<file path="config.mk">
export PLATFORM = sky130hd
export DESIGN_NAME = bcd2bin_serial
export DESIGN_NICKNAME = d
export VERILOG_FILES = /design/src/rtl/bcd2bin_serial_pkg.sv /design/src/rtl/bcd2bin_serial_mul10_add.sv /design/src/rtl/bcd2bin_serial.sv
export SDC_FILE = /design/constraint.sdc
export NUM_CORES = 1
export LEC_CHECK = 0
export CORE_MARGIN = 1
export CORE_UTILIZATION = 60
export CTS_BUF_LIST = sky130_fd_sc_hd__clkbuf_16
export DETAILED_ROUTE_END_ITERATION = 16
export GPL_TIMING_DRIVEN = 0
export PLACE_DENSITY = 0.83
export SLEW_MARGIN = 30
export SYNTH_ARGS = -nofsm -noshare
export SYNTH_HDL_FRONTEND = slang
export SYNTH_HIERARCHICAL = 1
export SYNTH_SLANG_ARGS = --single-unit
</file>
<file path="constraint.sdc">
create_clock -name vga_clk -period 5 [get_ports vga_clk]
set_input_delay 1 -clock vga_clk [delete_from_list [all_inputs] [get_ports vga_clk]]
set_output_delay 1 -clock vga_clk [all_outputs]
set_load 0.02 [all_outputs]
</file>
<file path="src/rtl/bcd2bin_serial_pkg.sv">
// Shared definitions for the serial BCD-to-binary converter.
package bcd2bin_serial_pkg;

  localparam int DIGIT_W = 4;
  localparam logic [DIGIT_W-1:0] BCD_MAX = 4'd9;

  typedef enum logic {
    S_IDLE = 1'b0,
    S_CONV = 1'b1
  } state_t;

  // A nibble is not a decimal digit when it exceeds 9.
  function automatic logic digit_bad(input logic [DIGIT_W-1:0] nib);
    return nib > BCD_MAX;
  endfunction

endpackage

</file>
<file path="src/rtl/bcd2bin_serial_mul10_add.sv">
// Combinational Horner step: y = a*10 + d using shifts and adds only.
module mul10_add #(
  parameter int W = 30
) (
  input  logic [W-1:0] a,
  input  logic [3:0]   d,
  output logic [W-1:0] y
);

  // a*10 = a*8 + a*2; truncation to W is intended, the caller checks the guard bits.
  always_comb begin
    y = (a << 3) + (a << 1) + {{(W-4){1'b0}}, d};
  end

endmodule

</file>
<file path="src/rtl/bcd2bin_serial.sv">
// Serial BCD-to-binary converter, one digit per clock, MSD first, with start/busy/done handshake.
module bcd2bin_serial
  import bcd2bin_serial_pkg::*;
#(
  parameter int BCD_DIGITS  = 8,
  parameter int BINARY_BITS = 26
) (
  input  logic                      vga_clk,
  input  logic                      rst,
  input  logic                      start,
  input  logic [4*BCD_DIGITS-1:0]   bcd_in,
  output logic                      busy,
  output logic                      done,
  output logic [BINARY_BITS-1:0]    bin_out,
  output logic                      overflow,
  output logic                      err_digit
);

  // Four guard bits above the result catch the first step that leaves range exactly.
  localparam int ACC_W = BINARY_BITS + 4;
  localparam int CNT_W = (BCD_DIGITS > 1) ? $clog2(BCD_DIGITS) : 1;
  localparam logic [CNT_W-1:0] CNT_LAST = CNT_W'(BCD_DIGITS - 1);

  state_t                    state, state_nxt;
  logic [ACC_W-1:0]          acc, acc_step;
  logic                      ovf, ovf_step;
  logic [CNT_W-1:0]          count;
  logic [4*BCD_DIGITS-1:0]   digits;
  logic                      bad_in;
  logic                      accept;

  mul10_add #(.W(ACC_W)) u_step (
    .a (acc),
    .d (digits[4*BCD_DIGITS-1 -: DIGIT_W]),
    .y (acc_step)
  );

  // Sticky overflow including the step being taken now.
  assign ovf_step = ovf | (|acc_step[ACC_W-1:BINARY_BITS]);

  // Flag any non-decimal nibble in the incoming operand.
  always_comb begin
    bad_in = 1'b0;
    for (int i = 0; i < BCD_DIGITS; i++) begin
      if (digit_bad(bcd_in[DIGIT_W*i +: DIGIT_W])) bad_in = 1'b1;
    end
  end

  // State register.
  always_ff @(posedge vga_clk or negedge rst) begin
    if (!rst) state <= S_IDLE;
    else      state <= state_nxt;
  end

  // Next-state: accept in IDLE, invalid operands never leave IDLE, last digit returns to IDLE.
  always_comb begin
    state_nxt = state;
    accept    = 1'b0;
    case (state)
      S_IDLE: begin
        if (start) begin
          accept = 1'b1;
          if (!bad_in) state_nxt = S_CONV;
        end
      end
      S_CONV: begin
        if (count == '0) state_nxt = S_IDLE;
      end
      default: state_nxt = S_IDLE;
    endcase
  end

  // Datapath and result registers: capture, Horner steps, and the one-cycle done pulse.
  always_ff @(posedge vga_clk or negedge rst) begin
    if (!rst) begin
      acc       <= '0;
      ovf       <= 1'b0;
      count     <= '0;
      digits    <= '0;
      busy      <= 1'b0;
      done      <= 1'b0;
      bin_out   <= '0;
      overflow  <= 1'b0;
      err_digit <= 1'b0;
    end else begin
      done <= 1'b0;
      if (accept) begin
        if (bad_in) begin
          done      <= 1'b1;
          err_digit <= 1'b1;
          overflow  <= 1'b0;
          bin_out   <= '0;
        end else begin
          digits <= bcd_in;
          acc    <= '0;
          ovf    <= 1'b0;
          count  <= CNT_LAST;
          busy   <= 1'b1;
        end
      end else if (state == S_CONV) begin
        acc    <= acc_step;
        ovf    <= ovf_step;
        digits <= digits << DIGIT_W;
        count  <= count - CNT_W'(1);
        if (count == '0) begin
          done      <= 1'b1;
          busy      <= 1'b0;
          err_digit <= 1'b0;
          overflow  <= ovf_step;
          bin_out   <= ovf_step ? {BINARY_BITS{1'b1}} : acc_step[BINARY_BITS-1:0];
        end
      end
    end
  end

endmodule

</file>
# After elaboration in Yosys (flattened, before gate mapping)
# Cells that the tools add are included.
classes:
  addsub: 3
  n_lt_le_gt_ge: 8
  reduce_logical: 7
  mux: 45
  bitwise: 2
  n_eq_ne: 2
op_table:
  columns: ["cell", "count"]
  rows:
  - ["26-bit two-way mux", 5]
  - ["32-bit two-way mux", 3]
  - ["29-bit two-way mux", 3]
  - ["4-bit > comparator (second input constant)", 8]
  - ["30-bit adder", 1]
  - ["30-bit by 4-bit adder with 30-bit output", 1]
  - ["1-bit two-way mux", 30]
  - ["3-bit two-way mux", 3]
  - ["3-bit AND reduction", 2]
  - ["2-bit != test (second input constant)", 2]
  - ["2-bit nonzero test", 2]
  - ["4-bit OR reduction", 1]
  - ["3-bit logical NOT", 1]
  - ["3-bit by 1-bit subtractor with 3-bit output (second input constant)", 1]
  - ["1-bit case mux with 2 select lines", 1]
  - ["2-bit AND reduction", 1]
  - ["1-bit inverter", 1]
  - ["1-bit bitwise OR", 1]
word_totals:
  ff_bits: 96
  out_inout_bits: 30
  elab_cells: 77

# Depth between registers and ports, before layout
# Gate-level depths: netlist (run 1).
depth:
  word_depth: 12
  depth_mapped: 16
  ltp_nobuf: 15

# Cells and area by module
# The synthesis (run 1) kept the hierarchy.
by_module_without_submodules:
  columns: ["module", "area_each_um2", "seq_area_each_um2", "cells_each", "n_inst"]
  rows:
  - ["bcd2bin_serial", 4155.2, 2427.3, 414, 1]
  - ["mul10_add", 1854.3, 0.0, 233, 1]

# Least setup slack after synthesis (run 1)
# OpenSTA, ideal clock, no wires.
synth_path:
  path_kind: "register -> register"
  start: "reg acc[0]"
  end: "reg bin_out[10]"
  period_less_slack_ns: 3.341
  required_time_ns: 4.862
  slack_ns: 1.659
  arrival_time_ns: 3.203
  stages_incl_launch_ff: 17
  path_buffers: 1
  cell_sequence: "dfrtp_1 -> inv_1 -> fa_1 -> inv_1 -> fa_1 -> a21oi_1 -> nor2_1 -> o21ai_2 -> nand2_2 -> a211o_4 -> a31oi_1 -> xnor2_1 -> nor3_1 -> nand2_1 -> clkbuf_1 -> nor2_1 -> o22ai_1"
synth_between:
  elab_chain_cells: 8
synth_rtl:
  columns: ["element", "line_no", "rtl"]
  rows:
  - ["start: declaration", "bcd2bin_serial.sv:25", "logic [ACC_W-1:0] acc, acc_step;"]
  - ["start signal: assignment", "bcd2bin_serial.sv:101", "acc <= acc_step;"]
  - ["30-bit adder", "bcd2bin_serial_mul10_add.sv:12", "y = (a << 3) + (a << 1) + {{(W-4){1'b0}}, d};"]
  - ["30-bit by 4-bit adder with 30-bit output", "bcd2bin_serial_mul10_add.sv:12", null]
  - ["named net acc_step[26]", "bcd2bin_serial.sv:25", null]
  - ["4-bit OR reduction", "bcd2bin_serial.sv:39", "assign ovf_step = ovf | (|acc_step[ACC_W-1:BINARY_BITS]);"]
  - ["1-bit bitwise OR", "bcd2bin_serial.sv:39", null]
  - ["26-bit two-way mux", "bcd2bin_serial.sv:110", "bin_out <= ovf_step ? {BINARY_BITS{1'b1}} : acc_step[BINARY_BITS-1:0];"]
  - ["26-bit two-way mux", "bcd2bin_serial.sv:105", "if (count == '0) begin"]
  - ["26-bit two-way mux", "bcd2bin_serial.sv:100", "end else if (state == S_CONV) begin"]
  - ["26-bit two-way mux", "bcd2bin_serial.sv:87", "if (accept) begin"]
  - ["end signal: assignment", "bcd2bin_serial.sv:110", null]
  - ["end: declaration", "bcd2bin_serial.sv:14", "output logic [BINARY_BITS-1:0] bin_out,"]
# The timed path passes the listed nets, and every way through them passes these cells. The select of a mux whose other input is x is not followed.
# A chain may end at the register's enable or synchronous reset.

# Final worst setup path (run 1)
layout_path:
  start: "reg acc[0]"
  end: "reg bin_out[13]"
# Same word-level chain as after synthesis.

==> metrics.cfg, run 1 <==
[placed_design]
hpwlAfterDp_um = 11000
gp_congestion = 0.987
io_buffers = 64

[floorplan]
initial_core_util_pct = 61.4
fp.coreArea_um2 = 9730
fp.dieH_um = 102
die_area_um2 = 10400
ios = 65
chipWidth_um = 102
rows = 36

[grt]
grt_start_max_net_pins = 65
grt_pass1_vias = 5051
gr-total-overflow = 0
antenna_found_initial = 0
grt_usage_pct = 30.6
grt_pass1_wl_um = 24400

[critical_path]
required_ns = 5.27
cp-start-kind = flip-flop
cp_max_fo = 10
crit_path_cell_trace = inv_1, fa_1, inv_1, fa_1, a21oi_1, nor2_1, o21ai_2, nand2_2, a211o_4, a31oi_1, xnor2_1, nor3_1, nand2_1, clkbuf_1, nor2_1, o22ai_1
r2r_start = acc[0]
worstSetupPathType = reg2reg
timing.rr.end = bin_out[13]
rr_worst_depth = 16
worstSetupEndpointType = flip-flop
worstPathArrival_ns = 4.41
critPathMaxStageDelay_ns = 0.55
path_buf_inv = 3
crit_slowest_cell = fa_1
cp_top_family = compound AO/OA/AOI/OAI gates
r2r_slack_ns = 0.86

[cts]
insertion_delay_ns = 0.35
cts_resized = 0
cts_setup_buffers = 0
cts_tree = built
cts_buffers = 9
cts_root_buf = clkbuf_16
path_clk_slew_ns = 0.07
h-tree-depth = 3
clk_path_buf_depth = 2
cts.sinks = 96
hold_buffers = 0

[finish]
finalNetCount = 812
diodes = 0
layout_common_cells = nand2_1, dfrtp_1, clkdlybuf4s50_1, ha_1
final_common_cell = nand2_1
area_delta_synth_final_pct = 19.0
drive_gt1_share_pct = 6.77
n_fill_cell = 746

[routing]
highest_layer = met4
final_antenna_net_count = 0
drt_drc_violations_left = 0
route.met3.wl_um = 862
dr.pass1.iters = 4
wl_met2_um = 6990
avgViaCountPerCell = 6.03
wire_per_inst_um = 17.0
routedLengthMet1_um = 6560
wl_um = 14600
num_vias = 5169
drtIter0Drc = 289

[hold_path]
hold_path.class = reg2reg
min-delay-start = err_digit
hold-path-endpoint = err_digit
whs_path_depth = 2

[sta]
clock.fmax_mhz = 242
drv_slew = 0
max_slew.worst_pin.slew_ns = 0.599
relSlewSlack_pct = 60.1
rsz0062_at_grt = false
tns_ns = 0
final.period_utilization_pct = 82.8
hold_viol_final = 0
finalCriticalPeriod_ns = 4.14
clock_skew_ns = 0.0103
setup_viol = 0

[job]
cap_viol_max_count = 0

[power]
powerDensity_nw_per_um2 = 684
p_total_uw = 4860
power.leakage_uw = 0.00321
vdd_drop_max_uv = 275

[status]
status = finished, final reports clean

[yosys]
synth.cell_area_um2 = 5970
synth_nets = 736
ys_warn_count = 6
synth_cells = 643
syn_avg_cell_area_um2 = 9.29

worst reg2reg max path, delay by kind of cell, from the launching register on:
| kind | cells | cell delay [ns] |
|---|---|---|
| AO/OA/AOI/OAI | 5 | 1.09 |
| XOR/XNOR | 1 | 0.18 |
| adder cells (fa/ha/maj) | 2 | 1.02 |
| buffers and inverters | 3 | 0.67 |
| flip-flops | 1 | 0.39 |
| AND/OR/NAND/NOR | 5 | 0.70 |
report_power, final:
part	leakage [uW]	internal [uW]	switching (uW)
Clock	0.000143	352	332
Combinational	0.00189	1190	1730
Sequential	0.00118	1050	200
sequential cells by signal (all words and copies together) (netlist names):
| signal | count |
|---|---|
| busy | 1 |
| bin_out | 26 |
| ovf | 1 |
| digits | 32 |
| done | 1 |
| count | 3 |
| overflow | 1 |
| state | 1 |
| err_digit | 1 |
| acc | 29 |
cell type report:
| type | instances | area (um2) | area share, % |
|---|---|---|---|
| repair buffers | 65 | 669 | 9.42 |
| clock buffers | 9 | 225 | 3.17 |
| plain buffers | 36 | 200 | 2.82 |
| clock inverters | 7 | 72.6 | 1.02 |
| well taps | 133 | 166 | 2.34 |
| multi-input cells | 491 | 3290 | 46.4 |
| flip-flops and latches | 96 | 2400 | 33.8 |
| inverters | 20 | 75.1 | 1.06 |
layer usage:
metal / track usage [%] / up-vias
met5: 0 / -
met4: 9.14 / 0
met3: 6.28 / 18
met2: 47.7 / 190
met1: 43.2 / 2507
li1: - / 2454
worst max-delay path by stage:
stage               startpoint          end  slack, ns  cells after the start
global placement           rst  bin_out[11]      -0.54                      1
floorplan               acc[0]  bin_out[10]       1.66                     16
finish                  acc[0]  bin_out[13]       0.86                     16
global route            acc[0]  bin_out[14]       0.68                     16
detailed placement      acc[0]  bin_out[13]       0.98                     16
CTS                     acc[0]  bin_out[13]       0.93                     16
stage by stage:
step | utilization [%] | worst slack [ns] | instance area (um2) | hold WS (ns) | instances
6_report | 73.0 | 0.861 | 7110 | 0.483 | 857
5_1_grt | 73.0 | 0.681 | 7110 | 0.516 | 857
4_1_cts | 73.0 | 0.927 | 7110 | 0.490 | 857
3_5_place_dp | 70.0 | 0.982 | 6810 | 0.472 | 841
3_3_place_gp | 69.7 | -0.537 | 6780 | 0.465 | 840
2_1_floorplan | - | 1.66 | 5970 | 0.482 | 643
(Power assumes the default switching activity.)
==> run 2, diff against run 1 <==
--- a/config.mk
+++ b/config.mk
@@ -6,11 +6,11 @@
 export NUM_CORES = 1
 export LEC_CHECK = 0
 export CORE_MARGIN = 1
-export CORE_UTILIZATION = 60
+export CORE_UTILIZATION = 57
 export CTS_BUF_LIST = sky130_fd_sc_hd__clkbuf_16
 export DETAILED_ROUTE_END_ITERATION = 16
 export GPL_TIMING_DRIVEN = 0
-export PLACE_DENSITY = 0.83
+export PLACE_DENSITY = 0.79
 export SLEW_MARGIN = 30
 export SYNTH_ARGS = -nofsm -noshare
 export SYNTH_HDL_FRONTEND = slang
==> constraint.sdc (replaced) <==
create_clock -name vga_clk -period 4.13 [get_ports vga_clk]
set_input_delay 0.826 -clock vga_clk [delete_from_list [all_inputs] [get_ports vga_clk]]
set_output_delay 0.826 -clock vga_clk [all_outputs]
set_load 0.02 [all_outputs]
==> run 2 against run 1 <==
Against the previous run: via count down 0.52%; count of clock-buffer cells in the layout unchanged; sequential power up 22%; combinational power up 22%; non-clock buffer count up 2; sequential cell count unchanged; critical endpoint unchanged.
==> metrics.cfg, run 2 (same netlist as run 1, synthesis figures left out) <==
[status]
status = finished, final reports clean

[floorplan]
die_area_um2 = 10900
initial_core_util_pct = 60.0
chipWidth_um = 104
ios = 65
rows = 36
fp.dieH_um = 104
fp.coreArea_um2 = 9950

[critical_path]
r2r_start = acc[0]
crit_path_cell_trace = inv_1, fa_1, inv_1, fa_1, a21oi_1, nor2_1, o21ai_2, nand2_2, a211o_4, a31oi_1, xnor2_1, nor3_1, nand2_2, buf_2, nor2_1, o22ai_1
worstSetupPathType = reg2reg
crit_slowest_cell = fa_1
setup.worst_path.start = acc[0]
required_ns = 4.34
worstPathArrival_ns = 4.01
cp_top_family = compound AO/OA/AOI/OAI gates
path_buf_inv = 3
timing.rr.end = bin_out[13]
worstSetupEndpointType = flip-flop
critPathMaxStageDelay_ns = 0.55
rr_worst_depth = 16
cp-start-kind = flip-flop
r2r_slack_ns = 0.33
cp_max_fo = 10

[finish]
finalNetCount = 814
final_cells = 859
drive_gt1_share_pct = 7.30
area_delta_synth_final_pct = 19.4
reg.largest.list = digits (32), acc (29), bin_out (26)
final_common_cell = nand2_1
diodes = 0
n_fill_cell = 787
regMostFlops = digits
layout_common_cells = nand2_1, dfrtp_1, clkdlybuf4s50_1, ha_1
largest_reg_flops = 32

[cts]
cts_buffers = 9
clk_path_buf_depth = 2
path_clk_slew_ns = 0.07
h-tree-depth = 3
cts_tree = built
insertion_delay_ns = 0.35
cts_root_buf = clkbuf_16
cts.sinks = 96

[grt]
grt_start_max_net_pins = 68
grt_usage_pct = 28.1
antenna_found_initial = 0
grt_pass1_wl_um = 24300
grt_pass1_vias = 4950
gr-total-overflow = 0

[sta]
clock_skew_ns = 0.0103
rsz0062_at_grt = false
fin_ws_ns = 0.328
hold_ws_ns = 0.350
relSlewSlack_pct = 59.7
max_slew.worst_pin.slew_ns = 0.605
finalCriticalPeriod_ns = 3.80
hold_viol_final = 0
tns_ns = 0
setup_viol = 0
clock.fmax_mhz = 263
drv_slew = 0
final.period_utilization_pct = 92.1

[routing]
wl_um = 14800
avgViaCountPerCell = 5.99
drtIter0Drc = 337
dr.pass1.iters = 5
num_vias = 5142
drt_drc_violations_left = 0
final_antenna_net_count = 0
wire_per_inst_um = 17.2

[placed_design]
preCtsSetupSlack_ns = 0.107
hpwlAfterDp_um = 11000
dp_cells = 841
gp_congestion = 0.918
io_buffers = 64

[power]
powerDensity_nw_per_um2 = 833
vdd_drop_max_uv = 336
p_total_uw = 5940
power.leakage_uw = 0.00323

[hold_path]
hold_path.class = in2async

[job]
cap_viol_max_count = 0

==> run 2: changes by cell type in the layout (fill, tap and decap cells not counted), moves of 2 or more <==
cell and change:
buf_4 +2, buf_2 +2, inv_6 +2, clkbuf_1 -2, inv_8 -2
==> run 2: through the flow <==
step | util (%) | area, um2
2_1_floorplan | - | 5970
5_1_grt | 71.6 | 7130
3_5_place_dp | 68.4 | 6810
4_1_cts | 71.4 | 7110
3_3_place_gp | 68.1 | 6780
6_report | 71.6 | 7130
==> run 2: metal layers <==
layer  vias to the layer above  global-route usage (%)  wire, um
li1                       2449                       -         -
met1                      2515                    40.4      6840
met2                       165                    43.9      6930
met3                        13                    4.14       813
met4                         0                    8.27       168
met5                         -                       0         0
==> run 2: worst register-to-register path, delay by kind of cell, from the launching register on <==
kind,cells,cell delay (ns)
AOI/OAI and AO/OA,5,1.03
DFF,1,0.39
xor gates and xnor gates,1,0.12
buffers and inverters,3,0.40
adders and majority gates,2,1.03
and+or+nand+nor,5,0.71
==> run 2: report_power, final <==
group          leakage [uW]  internal [uW]  switching (uW)
Combinational       0.00190           1450            2110
Clock              0.000144            475             384
Sequential          0.00118           1270             244
Total               0.00323           3200            2730
==> run 2: layout make-up <==
class / count / area (um2) / area share (%)
Buffer: 36 / 203 / 2.84
Clock buffer: 9 / 225 / 3.16
Timing Repair Buffer: 67 / 684 / 9.60
Inverter: 20 / 75.1 / 1.05
Clock inverter: 7 / 76.3 / 1.07
Tap cell: 133 / 166 / 2.33
Multi-Input combinational cell: 491 / 3300 / 46.2
Sequential cell: 96 / 2400 / 33.7
==> run 2: what timing repair did <==
item | in CTS | in global routing
buffers inserted | 0 | 2
endpoints found under the setup margin | 0 | 20
resized for setup | 0 | 7
hold buffers | 0 | 0
==> run 2: worst max-delay path by stage <==
stage / endpoint / slack, ns / cells after the start
after floorplan: bin_out[10] / 0.79 / 16
after global placement: digits[8] / -1.24 / 1
after detailed placement: bin_out[13] / 0.11 / 16
after CTS: bin_out[13] / 0.02 / 16
after global routing: bin_out[3] / 0.04 / 16
final: bin_out[13] / 0.33 / 16
